[src/rtl/uart_pkg.sv]
// Shared definitions for the APB UART: register map, STATUS bit positions,
// reset divisor and the state encoding used by both serial FSMs.
package uart_pkg;

   // Register addresses on the 8-bit APB address bus
   localparam logic [7:0] ADDR_RXDATA = 8'h00;
   localparam logic [7:0] ADDR_STATUS = 8'h01;
   localparam logic [7:0] ADDR_TXDATA = 8'h02;
   localparam logic [7:0] ADDR_DIVLO  = 8'h03;
   localparam logic [7:0] ADDR_DIVHI  = 8'h04;
   localparam logic [7:0] ADDR_CTRL   = 8'h05;

   // STATUS register bit positions
   localparam int ST_RX_AVAIL  = 0;
   localparam int ST_RX_FULL   = 1;
   localparam int ST_TX_FULL   = 2;
   localparam int ST_TX_EMPTY  = 3;
   localparam int ST_TX_BUSY   = 4;
   localparam int ST_OVERRUN   = 5;
   localparam int ST_FRAME_ERR = 6;

   // 115200 baud with 16x oversampling from a 100 MHz clock
   localparam int DEFAULT_DIV = 54;

   // Frame states, shared by the receiver and the transmitter
   typedef enum logic [1:0] {
      S_IDLE  = 2'd0,
      S_START = 2'd1,
      S_DATA  = 2'd2,
      S_STOP  = 2'd3
   } uart_state_e;

endpackage

[src/rtl/uart_fifo.sv]
// Synchronous FIFO used for both the RX and TX byte queues.
// Pointers carry one extra wrap bit so full and empty are distinguishable.
// The head word is presented combinationally; the consumer captures it on
// the same edge that pops it. A push into a full FIFO only succeeds when a
// pop happens in the same cycle; a pop from an empty FIFO is ignored.
module uart_fifo
   import uart_pkg::*;
#(
   parameter int D_W   = 8,
   parameter int DEPTH = 64
) (
   input  logic           clk_i,
   input  logic           rst_ni,
   input  logic           push_i,
   input  logic [D_W-1:0] wdata_i,
   input  logic           pop_i,
   output logic [D_W-1:0] head_o,
   output logic           full_o,
   output logic           empty_o
);

   localparam int AW = $clog2(DEPTH);

   logic [AW:0]    wr_ptr_q, wr_ptr_d;
   logic [AW:0]    rd_ptr_q, rd_ptr_d;
   logic [D_W-1:0] mem_q [DEPTH];
   logic           do_push, do_pop;

   assign empty_o = (wr_ptr_q == rd_ptr_q);
   assign full_o  = (wr_ptr_q[AW] != rd_ptr_q[AW]) &&
                    (wr_ptr_q[AW-1:0] == rd_ptr_q[AW-1:0]);
   assign do_pop  = pop_i && !empty_o;
   assign do_push = push_i && (!full_o || do_pop);
   assign head_o  = mem_q[rd_ptr_q[AW-1:0]];

   // Next pointer values; both advance modulo DEPTH via the wrap bit
   always_comb begin
      wr_ptr_d = wr_ptr_q;
      rd_ptr_d = rd_ptr_q;
      if (do_push) wr_ptr_d = wr_ptr_q + (AW+1)'(1);
      if (do_pop)  rd_ptr_d = rd_ptr_q + (AW+1)'(1);
   end

   // Pointer registers
   always_ff @(posedge clk_i) begin
      if (!rst_ni) begin
         wr_ptr_q <= '0;
         rd_ptr_q <= '0;
      end else begin
         wr_ptr_q <= wr_ptr_d;
         rd_ptr_q <= rd_ptr_d;
      end
   end

   // Storage array; contents need no reset since the pointers gate reads
   always_ff @(posedge clk_i) begin
      if (do_push) mem_q[wr_ptr_q[AW-1:0]] <= wdata_i;
   end

endmodule

[src/rtl/uart_apb_top.sv]
// APB-attached UART: baud tick generator, 16x-oversampling receiver,
// transmitter, two byte FIFOs and the APB register decode.
// Optional feature macro: UART_LOOPBACK_EN adds CTRL (0x05) bit0, which
// feeds the receiver from the internal transmit line instead of the pin.
//
// APB handshake: zero wait states. PREADY = PSEL & PENABLE. Read data is
// captured during the setup phase (PSEL & !PENABLE) and held until the next
// read; writes, FIFO pops and STATUS clears take effect on the single clock
// edge that ends the first cycle of PSEL & PENABLE.
module uart_apb_top
   import uart_pkg::*;
#(
   parameter int D_W    = 8,
   parameter int B_TICK = 16,
   parameter int DEPTH  = 64,
   parameter int DIV_W  = 16,
   parameter int APB_DW = 8
) (
   input  logic              clk,
   input  logic              rst,
   input  logic              rx_data,
   input  logic              tx_start,
   output logic              tx_data,
   input  logic [7:0]        PADDR,
   input  logic              PSEL,
   input  logic              PENABLE,
   input  logic              PWRITE,
   input  logic [APB_DW-1:0] PWDATA,
   output logic              PREADY,
   output logic [APB_DW-1:0] PRDATA
);

   localparam int TC_W = $clog2(B_TICK);
   localparam int BC_W = $clog2(D_W);

   // ---------------- APB access qualification ----------------
   logic acc_q;
   logic access, acc_first, setup_rd, wr_en, rd_commit;

   assign access    = PSEL & PENABLE;
   assign acc_first = access & ~acc_q;
   assign setup_rd  = PSEL & ~PENABLE & ~PWRITE;
   assign wr_en     = acc_first & PWRITE;
   assign rd_commit = acc_first & ~PWRITE;
   assign PREADY    = access;

   // ---------------- Registers ----------------
   logic [DIV_W-1:0]  div_q, div_d;
   logic [DIV_W-1:0]  baud_cnt_q, baud_cnt_d;
   logic [DIV_W-1:0]  div_eff;
   logic              tick, div_wr;
   logic [APB_DW-1:0] prdata_q;
   logic              pop_pend_q, clr_ovr_q, clr_ferr_q;
   logic              overrun_q, overrun_d, frame_err_q, frame_err_d;
   logic              loop_q;

   // RX FIFO
   logic           rx_push, rx_pop, rx_full, rx_empty;
   logic [D_W-1:0] rx_head;
   // TX FIFO
   logic           tx_push, tx_pop, tx_full, tx_empty;
   logic [D_W-1:0] tx_head;

   // ---------------- Baud tick generator ----------------
   assign div_eff = (div_q == '0) ? DIV_W'(1) : div_q;
   assign tick    = (baud_cnt_q == div_eff - DIV_W'(1));
   assign div_wr  = wr_en && ((PADDR == ADDR_DIVLO) || (PADDR == ADDR_DIVHI));

   // Counter wraps at divisor-1; a divisor write restarts it from zero
   always_comb begin
      baud_cnt_d = baud_cnt_q + DIV_W'(1);
      if (div_wr || tick) baud_cnt_d = '0;
   end

   // Divisor byte writes
   always_comb begin
      div_d = div_q;
      if (wr_en && PADDR == ADDR_DIVLO) div_d[7:0]       = PWDATA[7:0];
      if (wr_en && PADDR == ADDR_DIVHI) div_d[DIV_W-1:8] = PWDATA[DIV_W-9:0];
   end

   // ---------------- RX input selection and synchronizer ----------------
   logic rx_in, rx_s1_q, rx_s2_q;
   logic tx_q, tx_d;

`ifdef UART_LOOPBACK_EN
   logic loop_d;

   assign rx_in = loop_q ? tx_q : rx_data;

   // Loopback control bit
   always_comb begin
      loop_d = loop_q;
      if (wr_en && PADDR == ADDR_CTRL) loop_d = PWDATA[0];
   end

   // Loopback register
   always_ff @(posedge clk) begin
      if (!rst) loop_q <= 1'b0;
      else      loop_q <= loop_d;
   end
`else
   assign rx_in  = rx_data;
   assign loop_q = 1'b0;
`endif

   // Two-flop synchronizer, reset to the idle-high line level
   always_ff @(posedge clk) begin
      if (!rst) begin
         rx_s1_q <= 1'b1;
         rx_s2_q <= 1'b1;
      end else begin
         rx_s1_q <= rx_in;
         rx_s2_q <= rx_s1_q;
      end
   end

   // ---------------- RX FSM ----------------
   uart_state_e    rx_state_q, rx_state_d;
   logic [TC_W-1:0] rx_tick_q, rx_tick_d;
   logic [BC_W-1:0] rx_bit_q, rx_bit_d;
   logic [D_W-1:0]  rx_shift_q, rx_shift_d;
   logic            ferr_set, ovr_set;

   // Receiver next state: mid-start check, then one sample per bit period
   always_comb begin
      rx_state_d = rx_state_q;
      rx_tick_d  = rx_tick_q;
      rx_bit_d   = rx_bit_q;
      rx_shift_d = rx_shift_q;
      rx_push    = 1'b0;
      ferr_set   = 1'b0;
      unique case (rx_state_q)
         S_IDLE: begin
            if (!rx_s2_q) begin
               rx_tick_d  = '0;
               rx_state_d = S_START;
            end
         end
         S_START: begin
            if (tick) begin
               if (rx_tick_q == TC_W'(B_TICK/2 - 1)) begin
                  rx_tick_d  = '0;
                  rx_bit_d   = '0;
                  rx_state_d = rx_s2_q ? S_IDLE : S_DATA;
               end else begin
                  rx_tick_d = rx_tick_q + TC_W'(1);
               end
            end
         end
         S_DATA: begin
            if (tick) begin
               if (rx_tick_q == TC_W'(B_TICK - 1)) begin
                  rx_tick_d  = '0;
                  rx_shift_d = {rx_s2_q, rx_shift_q[D_W-1:1]};
                  if (rx_bit_q == BC_W'(D_W - 1)) rx_state_d = S_STOP;
                  else                            rx_bit_d   = rx_bit_q + BC_W'(1);
               end else begin
                  rx_tick_d = rx_tick_q + TC_W'(1);
               end
            end
         end
         S_STOP: begin
            if (tick) begin
               if (rx_tick_q == TC_W'(B_TICK - 1)) begin
                  rx_tick_d  = '0;
                  rx_push    = rx_s2_q;
                  ferr_set   = !rx_s2_q;
                  rx_state_d = S_IDLE;
               end else begin
                  rx_tick_d = rx_tick_q + TC_W'(1);
               end
            end
         end
         default: rx_state_d = S_IDLE;
      endcase
   end

   // Receiver state registers
   always_ff @(posedge clk) begin
      if (!rst) begin
         rx_state_q <= S_IDLE;
         rx_tick_q  <= '0;
         rx_bit_q   <= '0;
         rx_shift_q <= '0;
      end else begin
         rx_state_q <= rx_state_d;
         rx_tick_q  <= rx_tick_d;
         rx_bit_q   <= rx_bit_d;
         rx_shift_q <= rx_shift_d;
      end
   end

   // A byte arriving while full is lost unless a read frees a slot this cycle
   assign ovr_set = rx_push && rx_full && !rx_pop;

   // ---------------- TX FSM ----------------
   uart_state_e    tx_state_q, tx_state_d;
   logic [TC_W-1:0] tx_tick_q, tx_tick_d;
   logic [BC_W-1:0] tx_bit_q, tx_bit_d;
   logic [D_W-1:0]  tx_shift_q;

   // Transmitter next state and next line level
   always_comb begin
      tx_state_d = tx_state_q;
      tx_tick_d  = tx_tick_q;
      tx_bit_d   = tx_bit_q;
      tx_pop     = 1'b0;
      unique case (tx_state_q)
         S_IDLE: begin
            if (tx_start && !tx_empty) begin
               tx_pop     = 1'b1;
               tx_tick_d  = '0;
               tx_state_d = S_START;
            end
         end
         S_START: begin
            if (tick) begin
               if (tx_tick_q == TC_W'(B_TICK - 1)) begin
                  tx_tick_d  = '0;
                  tx_bit_d   = '0;
                  tx_state_d = S_DATA;
               end else begin
                  tx_tick_d = tx_tick_q + TC_W'(1);
               end
            end
         end
         S_DATA: begin
            if (tick) begin
               if (tx_tick_q == TC_W'(B_TICK - 1)) begin
                  tx_tick_d = '0;
                  if (tx_bit_q == BC_W'(D_W - 1)) tx_state_d = S_STOP;
                  else                            tx_bit_d   = tx_bit_q + BC_W'(1);
               end else begin
                  tx_tick_d = tx_tick_q + TC_W'(1);
               end
            end
         end
         S_STOP: begin
            if (tick) begin
               if (tx_tick_q == TC_W'(B_TICK - 1)) begin
                  tx_tick_d  = '0;
                  tx_state_d = S_IDLE;
               end else begin
                  tx_tick_d = tx_tick_q + TC_W'(1);
               end
            end
         end
         default: tx_state_d = S_IDLE;
      endcase
      unique case (tx_state_d)
         S_START: tx_d = 1'b0;
         S_DATA:  tx_d = tx_shift_q[tx_bit_d];
         default: tx_d = 1'b1;
      endcase
   end

   // Transmitter registers; the popped byte is captured on the pop edge
   always_ff @(posedge clk) begin
      if (!rst) begin
         tx_state_q <= S_IDLE;
         tx_tick_q  <= '0;
         tx_bit_q   <= '0;
         tx_shift_q <= '0;
         tx_q       <= 1'b1;
      end else begin
         tx_state_q <= tx_state_d;
         tx_tick_q  <= tx_tick_d;
         tx_bit_q   <= tx_bit_d;
         if (tx_pop) tx_shift_q <= tx_head;
         tx_q       <= tx_d;
      end
   end

   assign tx_data = tx_q;

   // ---------------- FIFOs ----------------
   assign rx_pop  = rd_commit && pop_pend_q;
   assign tx_push = wr_en && (PADDR == ADDR_TXDATA);

   uart_fifo #(.D_W(D_W), .DEPTH(DEPTH)) u_rx_fifo (
      .clk_i   (clk),
      .rst_ni  (rst),
      .push_i  (rx_push),
      .wdata_i (rx_shift_q),
      .pop_i   (rx_pop),
      .head_o  (rx_head),
      .full_o  (rx_full),
      .empty_o (rx_empty)
   );

   uart_fifo #(.D_W(D_W), .DEPTH(DEPTH)) u_tx_fifo (
      .clk_i   (clk),
      .rst_ni  (rst),
      .push_i  (tx_push),
      .wdata_i (D_W'(PWDATA)),
      .pop_i   (tx_pop),
      .head_o  (tx_head),
      .full_o  (tx_full),
      .empty_o (tx_empty)
   );

   // ---------------- STATUS and read mux ----------------
   logic [7:0]        status;
   logic [APB_DW-1:0] rd_val;

   // Assemble STATUS and select the read value for the addressed register
   always_comb begin
      status               = '0;
      status[ST_RX_AVAIL]  = !rx_empty;
      status[ST_RX_FULL]   = rx_full;
      status[ST_TX_FULL]   = tx_full;
      status[ST_TX_EMPTY]  = tx_empty;
      status[ST_TX_BUSY]   = (tx_state_q != S_IDLE);
      status[ST_OVERRUN]   = overrun_q;
      status[ST_FRAME_ERR] = frame_err_q;
      rd_val = '0;
      case (PADDR)
         ADDR_RXDATA: rd_val = rx_empty ? '0 : APB_DW'(rx_head);
         ADDR_STATUS: rd_val = APB_DW'(status);
         ADDR_DIVLO:  rd_val = APB_DW'(div_q[7:0]);
         ADDR_DIVHI:  rd_val = APB_DW'(div_q[DIV_W-1:8]);
`ifdef UART_LOOPBACK_EN
         ADDR_CTRL:   rd_val = APB_DW'(loop_q);
`endif
         default:     rd_val = '0;
      endcase
   end

   // Sticky error flags: set wins; a read clears only what it returned
   always_comb begin
      overrun_d   = overrun_q;
      frame_err_d = frame_err_q;
      if (rd_commit && clr_ovr_q)  overrun_d   = 1'b0;
      if (rd_commit && clr_ferr_q) frame_err_d = 1'b0;
      if (ovr_set)                 overrun_d   = 1'b1;
      if (ferr_set)                frame_err_d = 1'b1;
   end

   // APB-side registers: read capture, pending side effects, divisor, flags
   always_ff @(posedge clk) begin
      if (!rst) begin
         acc_q       <= 1'b0;
         prdata_q    <= '0;
         pop_pend_q  <= 1'b0;
         clr_ovr_q   <= 1'b0;
         clr_ferr_q  <= 1'b0;
         div_q       <= DIV_W'(DEFAULT_DIV);
         baud_cnt_q  <= '0;
         overrun_q   <= 1'b0;
         frame_err_q <= 1'b0;
      end else begin
         acc_q       <= access;
         if (setup_rd) prdata_q <= rd_val;
         pop_pend_q  <= setup_rd && (PADDR == ADDR_RXDATA) && !rx_empty;
         clr_ovr_q   <= setup_rd && (PADDR == ADDR_STATUS) && overrun_q;
         clr_ferr_q  <= setup_rd && (PADDR == ADDR_STATUS) && frame_err_q;
         div_q       <= div_d;
         baud_cnt_q  <= baud_cnt_d;
         overrun_q   <= overrun_d;
         frame_err_q <= frame_err_d;
      end
   end

   assign PRDATA = prdata_q;

endmodule

[config.mk]
export PLATFORM = sky130hd
export DESIGN_NAME = uart_apb_top
export DESIGN_NICKNAME = d
export VERILOG_FILES = /design/src/rtl/uart_pkg.sv /design/src/rtl/uart_fifo.sv /design/src/rtl/uart_apb_top.sv
export SDC_FILE = /design/constraint.sdc
export NUM_CORES = 1
export LEC_CHECK = 0
export ABC_CLOCK_PERIOD_IN_PS = 3800
export CAP_MARGIN = 25
export CORE_MARGIN = 2
export CORE_UTILIZATION = 45
export CTS_CLUSTER_SIZE = 40
export DETAILED_ROUTE_END_ITERATION = 10
export GPL_TIMING_DRIVEN = 1
export SLEW_MARGIN = 20
export SYNTH_ARGS = -nofsm -noshare
export SYNTH_HDL_FRONTEND = slang
export SYNTH_SLANG_ARGS = --single-unit
[constraint.sdc]
create_clock -name clk -period 3.8 [get_ports clk]
set_input_delay 1.14 -clock clk [delete_from_list [all_inputs] [get_ports clk]]
set_output_delay 1.14 -clock clk [all_outputs]
set_load 0.01 [all_outputs]
==> results.md, run 1 <==
- Hold WC Path Type: register to register
- CP Class: register to register
- Htree depth: 3
- TritonCTS Buffers: 116
- Die X: 321 um
- Ys flop type: edfxtp_1
- TritonCTS clock tree: built
- Top cells by area, synth: edfxtp_1 68%, mux4_2 17%, dfxtp_1 5.2%, nor2_1 2.1%, mux2i_1 0.84%
- Flops & latches, synth: 1141
- Core area: 100000 um2
- I/O pin count: 33
- Synthesized instance count: 2320
- Failing checks: setup timing
- Die ar.: 103000 um2
- Fraction of layout cells with a size suffix above 1: 0.355
- Vias/cell: 5.81
- Synthesized area: 45300 um2
- PnR worst setup slack: -0.137 ns
- I/O Buffers: 32
- First-pass iteration count of the detailed router: 5
- Worst vdd ir: 0.377 mV
- Status: complete, but fails checks
- GRT Total Usage: 0.212
- Commonest non-fill, non-tap cell in the layout: edfxtp_1
- EDFF count, synth: 1024
- Clock Latency Late Sink: 0.72 ns
- Clk slew on worst S/H paths: 0.06 ns
- Row Count: 116
- Worst Clk Skew: 0.0462 ns
- Setup TNS: -17.61 ns
- Vias in the first global route: 23900
- Syn_nets: 2358
- CTS root buf: clkbuf_16
- Slew Limit Fails: 0
- Pin count of the biggest net entering global routing: 132
- Slew at the pin closest to its max-slew limit: 0.994 ns
- DP Wirelength: 69400 um
- Nets: 2650
- Asr flop ratio synth: 0
- Area Overhead vs Synth: 20.6%
- Most frequent cells in the layout: 1024 x edfxtp_1, 336 x mux4_2, 165 x buf_4
- Total gr overflow: 0
- R2R setup slack: -0.14 ns
- Static Leakage: 17.1 nW
- Starting DRT DRC Count: 2631
- Synth warn: 0
- Synth unique cells: 68
- Die height: 321 um
- Drc violations: 0
- Post-synth top area share: 0.679
- Worst path required time: 4.19 ns
- Post-Route WL: 109000 um
- Clk buf depth: 3
- Global-route wire length before repair: 160000 um
- Mean Syn Cell Area: 19.5 um2
- Fmax: 0.254 GHz
- Max-Cap Viols: 0
- Crit Path Max Fanout: 8
- Final Hold Fails: 0
- Final setup viols: 329
- Slew Limit Headroom: 0.336
- Antenna violations before repair: 2
- Setup crit end kind: register
- # diodes: 0
- Worst Path Arrival: 4.33 ns
- Min cycle time layout: 3.94 ns
- PD cells: 472 nW/um2
- Starting Density: 0.453
- # clock sinks: 1141
- Routed via count: 23300
- Routed length per instance: 27.1 um
- Placed cell area: 49800 um2
- RSZ-0062 raised after global routing: yes
- Final period util: 1.04
- Seq/Total Area, Yosys: 0.731
- Gp weighted congestion: 0.834
- Critical path startpoint category: register
- Most area-hungry cell type in the Yosys netlist: edfxtp_1
- Fin util: 0.546
- Antenna viol nets, final: 0
- Design Area, Final: 54600 um2
-- power breakdown --
group	switching, mW	internal [mW]	leakage (nW)	total (mW)
logic	0.173	0.0508	4.86	0.224
clock network	4.86	7.13	1.96	12.0
registers	0.00986	13.6	10.3	13.6
-- path summary, 6_finish.rpt --
path	start	endpoint	cells past startpoint
max	div_q[6]	u_rx_fifo.mem_q[53][3]	18
max reg2reg	div_q[6]	u_rx_fifo.mem_q[53][3]	18
min reg2reg	rx_s1_q	rx_s2_q	1
min	rx_s1_q	rx_s2_q	1
-- state kept, by name, indices dropped and copies added (netlist names), 7 cells and up, named ones only --
name,flops
rx_shift_q,8
PRDATA,8
baud_cnt_q,16
u_rx_fifo.wr_ptr_q,7
u_rx_fifo.rd_ptr_q,7
div_q,16
u_tx_fifo.wr_ptr_q,7
u_tx_fifo.rd_ptr_q,7
u_tx_fifo.mem_q,512
tx_shift_q,8
u_rx_fifo.mem_q,512
-- cell type report --
cell class / instances / area (um2)
inverter: 15 / 56.3
sequential: 1141 / 33100
timing repair buffer: 303 / 3380
multi-input combinational: 1035 / 12400
fill: 7526 / 45400
clock buffer: 130 / 3000
clock inverter: 91 / 1080
tap: 1298 / 1620
-- cell families after synthesis --
family                   after synthesis  share of synthesized area
buffers and inverters                144                     0.0123
adder cells (fa/ha/maj)               15                    0.00414
flip-flops                          1141                      0.731
AO/OA/AOI/OAI                         97                     0.0139
multiplexers                         378                      0.176
XOR/XNOR                              67                     0.0130
AND/OR/NAND/NOR                      478                     0.0496
-- through the flow --
| stage | std cells | power, mW | worst slack (ns) | hold WS, ns |
|---|---|---|---|---|
| after floorplan | 2320 | 13.9 | -0.227 | 0.386 |
| final | 4013 | 25.8 | -0.137 | 0.445 |
| after CTS | 4002 | 26.0 | -0.125 | 0.440 |
| after global routing | 4013 | 26.5 | -0.390 | 0.467 |
| after detailed placement | 3772 | 14.1 | -0.426 | 0.422 |
| after global placement | 3771 | 14.1 | -0.449 | 0.424 |
-- what timing repair did --
action                                  in CTS  in global routing
setup buffers                                9                 11
hold buffers                                 0                  0
cloned                                       0                  1
pin swaps                                   20                 40
endpoints found under the setup margin     519                540
resized for setup                           54                 84
-- cells in the mapped netlist (all sizes together) (2+ instances only) --
cell / number
or4: 5
or2: 5
nand2: 79
a32oi: 3
clkbuf: 87
o21bai: 2
edfxtp: 1024
or3b: 4
nand3: 23
nand4b: 3
nor2: 249
o21ai: 22
and2: 12
a2111oi: 2
a31oi: 2
nand4: 20
nor3b: 4
nor4b: 2
inv: 15
nor4: 10
o211ai: 2
nor2b: 10
and3: 9
or3: 12
a22oi: 2
nand2b: 5
dfxtp: 117
ha: 15
nor3: 15
a21oi: 36
nand3b: 8
xnor2: 30
a222oi: 6
o22ai: 2
a41oi: 3
mux2i: 38
o21a: 2
buf: 42
mux2: 4
a21o: 2
mux4: 336
xor2: 37
-- per-layer routing --
layer,share of wire,vias to the layer above,wire length (um),global-route usage
li1,-,10000,-,-
met1,0.42,12400,46100,0.300
met2,0.50,811,54400,0.352
met3,0.059,135,6400,0.0298
met4,0.018,0,1960,0.0501
met5,0,-,0,0
-- critical path, stage by stage (launching register included) --
cell and delay (ns):
dfxtp_2 0.35, nor4_4 0.05, nand3_2 0.09, nor2_1 0.04, nor2_1 0.10, ha_2 0.23, or4b_4 0.53, a2bb2oi_1 0.16
a211oi_1 0.28, nand3_1 0.18, nor4_2 0.30, nand4_1 0.15, buf_6 0.18, nor2_4 0.08, buf_6 0.12, nand4b_1 0.18
buf_12 0.24, nor2_2 0.16, buf_12 0.17
Note: power is estimated with default switching activity, not from simulation.
==> run 2, diff against run 1 <==
--- a/config.mk
+++ b/config.mk
@@ -5,6 +5,7 @@
 export SDC_FILE = /design/constraint.sdc
 export NUM_CORES = 1
 export LEC_CHECK = 0
+export ABC_AREA = 0
 export ABC_CLOCK_PERIOD_IN_PS = 3800
 export CAP_MARGIN = 25
 export CORE_MARGIN = 2
==> results of run 2 <==
The final DEF is identical to that of run 1; final timing and power are the same.
==> run 3, diff against run 2 <==
--- a/config.mk
+++ b/config.mk
@@ -10,7 +10,6 @@
 export CAP_MARGIN = 25
 export CORE_MARGIN = 2
 export CORE_UTILIZATION = 45
-export CTS_CLUSTER_SIZE = 40
 export DETAILED_ROUTE_END_ITERATION = 10
 export GPL_TIMING_DRIVEN = 1
 export SLEW_MARGIN = 20
==> results of run 3 <==
The final DEF is identical to that of run 1; final timing and power are the same.
